--- src/rtl/xor_timing_pkg.sv ---
// ----------------------------------------------------------------------------
// xor_timing_pkg
//   Shared types and helpers for the XOR cell path-delay monitor.
//   - xmon_state_t : monitor FSM states
//   - arc_t        : classification of one measured timing arc
//   - arc_limit()  : maximum allowed delay (in cycles) for an arc class
// ----------------------------------------------------------------------------
package xor_timing_pkg;

   typedef enum logic [1:0] {
      IDLE   = 2'd0,
      WAIT   = 2'd1,
      REPORT = 2'd2
   } xmon_state_t;

   // src : 0 = arc launched by input a, 1 = arc launched by input b
   // inv : 1 = the other input was 1, so the cell inverts the toggling input
   // rise: 1 = the expected output transition is 0->1
   typedef struct packed {
      logic src;
      logic inv;
      logic rise;
   } arc_t;

   // The source input does not affect the limit; only {inv, rise} selects it.
   function automatic int unsigned arc_limit(
      input arc_t        arc,
      input int unsigned noninv_rise,
      input int unsigned noninv_fall,
      input int unsigned inv_rise,
      input int unsigned inv_fall
   );
      int unsigned lim;
      casez (arc)
         3'b?01:  lim = noninv_rise;
         3'b?00:  lim = noninv_fall;
         3'b?11:  lim = inv_rise;
         default: lim = inv_fall;
      endcase
      return lim;
   endfunction

endpackage

--- src/rtl/xor_edge_detect.sv ---
// ----------------------------------------------------------------------------
// xor_edge_detect
//   Registers the XOR cell pins once per cycle and flags which of them changed
//   since the previous cycle.
//   Ports:
//     clk      in  clock, rising edge
//     rst      in  synchronous active-high reset
//     a_i      in  cell input a (synchronous to clk)
//     b_i      in  cell input b (synchronous to clk)
//     out_i    in  cell output  (synchronous to clk)
//     a_tg_o   out a differs from its value on the previous cycle
//     b_tg_o   out b differs from its value on the previous cycle
//     out_tg_o out out differs from its value on the previous cycle
// ----------------------------------------------------------------------------
module xor_edge_detect (
   input  logic clk,
   input  logic rst,
   input  logic a_i,
   input  logic b_i,
   input  logic out_i,
   output logic a_tg_o,
   output logic b_tg_o,
   output logic out_tg_o
);

   logic a_q;
   logic b_q;
   logic out_q;
   logic armed_q;

   // NOTE: the history flops deliberately have no reset; they track the pins
   // even while rst is high so the first post-reset compare is against real
   // pin values rather than a reset constant.
   always_ff @(posedge clk) begin
      a_q   <= a_i;
      b_q   <= b_i;
      out_q <= out_i;
   end

   // Suppresses every event on the first cycle after reset.
   always_ff @(posedge clk) begin
      if (rst) armed_q <= 1'b0;
      else     armed_q <= 1'b1;
   end

   assign a_tg_o   = armed_q & (a_i   ^ a_q);
   assign b_tg_o   = armed_q & (b_i   ^ b_q);
   assign out_tg_o = armed_q & (out_i ^ out_q);

endmodule

--- src/rtl/xor_path_delay_monitor.sv ---
// ----------------------------------------------------------------------------
// xor_path_delay_monitor
//   Measures the conditional pin-to-pin delay of a 2-input XOR cell. Each
//   single-input toggle starts a measurement; the number of cycles until
//   out == a^b is reported together with the arc class and a limit check.
//   Ports:
//     clk         in  clock, rising edge
//     rst         in  synchronous active-high reset
//     a, b        in  cell inputs (synchronous to clk)
//     out         in  cell output (synchronous to clk)
//     meas_valid  out one-cycle pulse, meas_* fields valid
//     meas_src    out 0 = arc from a, 1 = arc from b
//     meas_inv    out 1 = inverting arc (other input was 1)
//     meas_rise   out 1 = expected out transition 0->1
//     meas_delay  out cycles from input toggle to settle (min 1)
//     viol        out with meas_valid: delay exceeded the arc limit
//     timeout     out one-cycle pulse, out never settled within TIMEOUT
//     spurious    out one-cycle pulse, out moved while idle with stable inputs
//     abort_cnt   out saturating count of measurements restarted by a toggle
// ----------------------------------------------------------------------------
module xor_path_delay_monitor
   import xor_timing_pkg::*;
#(
   parameter int unsigned CNT_W       = 8,
   parameter int unsigned NONINV_RISE = 1,
   parameter int unsigned NONINV_FALL = 2,
   parameter int unsigned INV_RISE    = 3,
   parameter int unsigned INV_FALL    = 4,
   parameter int unsigned TIMEOUT     = 255
) (
   input  logic             clk,
   input  logic             rst,
   input  logic             a,
   input  logic             b,
   input  logic             out,
   output logic             meas_valid,
   output logic             meas_src,
   output logic             meas_inv,
   output logic             meas_rise,
   output logic [CNT_W-1:0] meas_delay,
   output logic             viol,
   output logic             timeout,
   output logic             spurious,
   output logic [CNT_W-1:0] abort_cnt
);

   logic a_tg;
   logic b_tg;
   logic out_tg;
   logic one_tg;
   logic any_tg;
   logic settled;
   arc_t new_arc;

   xmon_state_t      state_q, state_d;
   logic [CNT_W-1:0] cnt_q, cnt_d;
   arc_t             arc_q, arc_d;
   arc_t             meas_arc_q, meas_arc_d;
   logic [CNT_W-1:0] meas_delay_q, meas_delay_d;
   logic             meas_valid_q, meas_valid_d;
   logic             viol_q, viol_d;
   logic             timeout_q, timeout_d;
   logic             spurious_q, spurious_d;
   logic [CNT_W-1:0] abort_q, abort_d;

   xor_edge_detect u_edge (
      .clk      (clk),
      .rst      (rst),
      .a_i      (a),
      .b_i      (b),
      .out_i    (out),
      .a_tg_o   (a_tg),
      .b_tg_o   (b_tg),
      .out_tg_o (out_tg)
   );

   // A simultaneous toggle of both inputs leaves a^b unchanged, so it is not
   // an arc and never starts a measurement.
   assign one_tg  = a_tg ^ b_tg;
   assign any_tg  = a_tg | b_tg;
   assign settled = (out == (a ^ b));
   // The "other" input is the one that did not toggle.
   assign new_arc = {b_tg, (b_tg ? a : b), (a ^ b)};

   // NOTE: every variable of this block gets a default first, so no path
   // leaves one unassigned and no latch is inferred.
   always_comb begin
      state_d      = state_q;
      cnt_d        = cnt_q;
      arc_d        = arc_q;
      meas_arc_d   = meas_arc_q;
      meas_delay_d = meas_delay_q;
      abort_d      = abort_q;
      meas_valid_d = 1'b0;
      viol_d       = 1'b0;
      timeout_d    = 1'b0;
      spurious_d   = 1'b0;

      unique case (state_q)
         IDLE, REPORT: begin
            // REPORT lasts one cycle; a toggle arriving in it is captured
            // exactly as in IDLE so no event is lost.
            state_d = IDLE;
            if (one_tg) begin
               state_d = WAIT;
               arc_d   = new_arc;
               cnt_d   = CNT_W'(1);
            end else if (state_q == IDLE && !any_tg && out_tg) begin
               spurious_d = 1'b1;
            end
         end

         WAIT: begin
            if (any_tg) begin
               // An input moved before out settled: the old arc is abandoned.
               abort_d = (abort_q == '1) ? abort_q : abort_q + 1'b1;
               if (one_tg) begin
                  arc_d = new_arc;
                  cnt_d = CNT_W'(1);
               end else begin
                  state_d = IDLE;
               end
            end else if (settled) begin
               state_d      = REPORT;
               meas_valid_d = 1'b1;
               meas_arc_d   = arc_q;
               meas_delay_d = cnt_q;
               viol_d       = 32'(cnt_q) > arc_limit(arc_q, NONINV_RISE, NONINV_FALL,
                                                     INV_RISE, INV_FALL);
            end else if (cnt_q == CNT_W'(TIMEOUT)) begin
               state_d   = IDLE;
               timeout_d = 1'b1;
            end else begin
               cnt_d = cnt_q + 1'b1;
            end
         end

         default: state_d = IDLE;
      endcase
   end

   // NOTE: sequential state uses non-blocking assignments only, so every flop
   // samples the pre-edge value of every other flop.
   always_ff @(posedge clk) begin
      if (rst) begin
         state_q      <= IDLE;
         cnt_q        <= '0;
         arc_q        <= '0;
         meas_arc_q   <= '0;
         meas_delay_q <= '0;
         meas_valid_q <= 1'b0;
         viol_q       <= 1'b0;
         timeout_q    <= 1'b0;
         spurious_q   <= 1'b0;
         abort_q      <= '0;
      end else begin
         state_q      <= state_d;
         cnt_q        <= cnt_d;
         arc_q        <= arc_d;
         meas_arc_q   <= meas_arc_d;
         meas_delay_q <= meas_delay_d;
         meas_valid_q <= meas_valid_d;
         viol_q       <= viol_d;
         timeout_q    <= timeout_d;
         spurious_q   <= spurious_d;
         abort_q      <= abort_d;
      end
   end

   assign meas_valid = meas_valid_q;
   assign meas_src   = meas_arc_q.src;
   assign meas_inv   = meas_arc_q.inv;
   assign meas_rise  = meas_arc_q.rise;
   assign meas_delay = meas_delay_q;
   assign viol       = viol_q;
   assign timeout    = timeout_q;
   assign spurious   = spurious_q;
   assign abort_cnt  = abort_q;

endmodule

--- config.mk ---
export PLATFORM = sky130hd
export DESIGN_NAME = xor_path_delay_monitor
export DESIGN_NICKNAME = d
export VERILOG_FILES = /design/src/rtl/xor_timing_pkg.sv /design/src/rtl/xor_edge_detect.sv /design/src/rtl/xor_path_delay_monitor.sv
export SDC_FILE = /design/constraint.sdc
export NUM_CORES = 1
export LEC_CHECK = 0
export CAP_MARGIN = 15
export CORE_UTILIZATION = 30
export CTS_CLUSTER_SIZE = 40
export DETAILED_ROUTE_END_ITERATION = 10
export GPL_TIMING_DRIVEN = 0
export PLACE_DENSITY_LB_ADDON = 0.1
export SLEW_MARGIN = 20
export SYNTH_ARGS = -nofsm -noshare
export SYNTH_HDL_FRONTEND = slang
export SYNTH_SLANG_ARGS = --single-unit
export TNS_END_PERCENT = 1
--- constraint.sdc ---
create_clock -name clk -period 2.9 [get_ports clk]
set_input_delay 0.87 -clock clk [delete_from_list [all_inputs] [get_ports clk]]
set_output_delay 0.87 -clock clk [all_outputs]
set_load 0.02 [all_outputs]
==> impl_metrics.csv <==
group,metric,value,unit
synthesis,synth-seq-cells,40,
drt,wl_per_cell,13.5,um
synthesis,synth_cell_type_count,47,
drt,drt_iter0_markers,64,
placed_design,hpwlAfterDp,3030,um
finish,fin_util,40.3,%
flow_run,maxCapViolations,0,
clocking,clk_pin_slew_worst_paths,0.07,ns
critical_path,start_kind,"primary input",
critical_path,crit_slowest_cell,"clkdlybuf4s50_1",
floorplanning,die_area,6500,sq um
placed_design,gp_congestion,0.780,
timing,fin_skew,0.00693,ns
critical_path,cp-end-kind,"flop",
clocking,cts_buffer_depth,2,
global_routing,grt_pass1_wl,7300,um
global_routing,grt_pass1_vias,1454,
synthesis,synth_fa_ha_area_share,6.07,%
timing,rsz0062_at_grt,"false",
clocking,ctsHoldBuffers,0,
pwr,cellLeakagePower,0.922,nW
clocking,clk_latency,0.29,ns
timing,slew_violations,0,
floorplanning,core,5960,sq um
global_routing,antenna_found_initial,0,
synthesis,ys.flop_type,"dfxtp_1",
timing,final.min_clock_period,2.74,ns
floorplanning,dieHeight,80.6,um
synthesis,synth-edff-count,0,
critical_path,slowest_delay,0.41,ns
pwr,ir_drop,0.000255,V
synthesis,syn-num-nets,221,
placed_design,io_buffers,26,
drt,final_antenna_net_count,0,
pwr,p_per_area,528,nW/um^2
critical_path,arrival,2.95,ns
finish,final_area,2400,sq um
clocking,numCtsBuffers,5,
synthesis,synth_compound_area_share,17.5,%
floorplanning,start_util,31.1,%
synthesis,ys_seq_area_share,43.2,%
global_routing,grt_util_all_layers,15.0,%
clocking,clockRootBuffer,"clkbuf_8",
placed_design,placed_cells,308,
drt,first_pass_iters,4,
finish,n_antenna_cell,0,
timing,fin_setup_tns,0,ns
global_routing,globalRouteOverflowTotal,0,
synthesis,synth-xor-area-share,6.41,%
global_routing,grt_max_degree,13,
synthesis,avgSynthCellArea,8.96,sq um
placed_design,placed_cell_area,2210,sq um
synthesis,synth-simple-area-share,20.9,%
drt,viasPerCell,5.01,
floorplanning,top_level_ports,28,
critical_path,critPathRequiredTime,3.10,ns
finish,final_cell_count_no_fill,318,
critical_path,cp_num_buf_inv,2,
finish,syn2layout_area_growth,29.6,%
clocking,cts_max_level,2,
floorplanning,die_w,80.6,um
finish,fill_cells,627,
clocking,cts_tree,"built",
timing,worstMarginPinSlew,0.562,ns
run_status,outcome,"completed",
synthesis,async_flop_share,0,%
synthesis,syn-instance-count,207,
timing,max_freq,364,MHz
hold_path,hp-class,"reg -> reg",
synthesis,synth_top_family_by_area,"simple AND/OR/NAND/NOR gates",
finish,nets,256,
timing,setup_viol,0,
clocking,cts_sinks,40,
critical_path,crit_type,"in -> reg",
drt,vias,1593,
critical_path,cp_max_fo,7,
finish,layout-drive-gt1-share,9.47,%
timing,timing.final.crit_share,94.6,%
critical_path,crit_family,"simple AND/OR/NAND/NOR gates",
synthesis,synth_area,1850,sq um
floorplanning,num_rows,28,
placed_design,place_ws,-0.551,ns
drt,drc,0,
drt,wirelength,4300,um
timing,relSlewSlack,62.5,%
timing,final.setup.worst_slack,0.156,ns
timing,finalHoldViolations,0,
critical_path,cp_cell_sequence,"clkdlybuf4s50_1, clkbuf_2, xor2_1, nand2_1, ha_4, nand3b_1, or2_4, o31a_1, a311oi_2",
synthesis,yosysWarnings,0,
synthesis,muxShareOfSynthArea,2.16,%
power by group:
group,internal (mW),switching (mW),leakage (nW),total (mW)
Combinational,0.0797,0.111,0.533,0.191
Sequential,0.566,0.0171,0.325,0.583
Clock,0.304,0.190,0.0645,0.494
Total,0.949,0.319,0.922,1.27
cell type report:
class                   instances  area, sq um  area share (%)
multi-input cells             150         1030            43.0
flip-flops and latches         40          801            33.3
repair buffers                 28          278            11.6
clock buffers                   7         96.3            4.01
well taps                      75         93.8            3.91
plain buffers                   9         41.3            1.72
clock inverters                 1         30.0            1.25
inverters                       8         30.0            1.25
logic make-up after synthesis:
logic type / Yosys count
DFF: 40
muxes: 4
AOI/OAI and AO/OA: 47
xor gates and xnor gates: 12
adders and majority gates: 9
buffers and inverters: 17
and+or+nand+nor: 78
flip-flops by register name (all words and copies together) (netlist names):
name,count
abort_cnt,8
cnt_q,8
meas_delay,8
arc_q,3
state_q,2
meas_inv,1
meas_rise,1
meas_src,1
meas_valid,1
spurious,1
timeout,1
u_edge.a_q,1
u_edge.armed_q,1
u_edge.b_q,1
u_edge.out_q,1
viol,1
cells in the mapped netlist (3+ instances only):
cell type	count	share of area (%)
dfxtp_1	40	43
nand2_1	19	3.8
nor2_1	18	3.6
a21oi_1	14	3.8
nand3_1	14	3.8
xor2_1	11	5.2
ha_1	9	6.1
inv_1	8	1.6
o21ai_1	7	1.9
clkbuf_1	6	1.2
mux2i_1	4	2.2
nor3_1	4	1.1
a211oi_1	3	1.2
and2_1	3	1.0
and3_1	3	1.0
nand4_1	3	1.0
o2111ai_1	3	1.4
o21a_1	3	1.2
cell usage in the layout (no fill, tap or decap), types with 4 or more instances in the layout:
cell type / count
clkdlybuf4s50_1: 25
nand2_1: 19
nor2_1: 18
clkbuf_1: 5
mux2i_1: 4
dfxtp_1: 40
clkbuf_8: 7
inv_1: 8
o21ai_1: 6
nand3_1: 14
a21oi_1: 14
xor2_1: 11
ha_1: 8
layer usage:
layer	vias up	share of wire, %	global-route usage (%)	wire length (um)
li1	818	-	-	-
met1	730	53	21.2	2270
met2	39	41	21.4	1770
met3	6	4.9	3.75	209
met4	0	1.3	5.71	58
met5	-	0	0	0
worst reg2reg max path, stage by stage (launching register included):
cell	delay (ns)
dfxtp_1	0.33
xor2_1	0.17
nand2_1	0.14
ha_4	0.19
nand3b_1	0.19
or2_4	0.31
o31a_1	0.31
a311oi_2	0.23
final timing paths:
| path | from | endpoint | slack, ns | cells after the start |
|---|---|---|---|---|
| worst min register to register | meas_delay[4] | meas_delay[4] | 0.46 | 2 |
| worst max register to register | u_edge.b_q | cnt_q[7] | 0.95 | 7 |
| worst min-delay path | meas_delay[4] | meas_delay[4] | 0.46 | 2 |
| worst max-delay path | a | cnt_q[7] | 0.16 | 9 |
metrics by stage:
step / hold WS [ns] / power (mW)
global route: 0.478 / 1.35
detailed placement: 0.449 / 0.772
global placement: 0.445 / 0.771
finish: 0.456 / 1.27
CTS: 0.459 / 1.28
floorplan: 0.436 / 0.717
timing repair:
action | 4_1_cts | 5_1_grt
resized for setup | 5 | 8
pin swaps | 1 | 0
setup buffers | 0 | 2
hold endpoints to repair | 0 | 0
endpoints found under the setup margin | 16 | 5
Note: power is estimated with default switching activity, not from simulation.
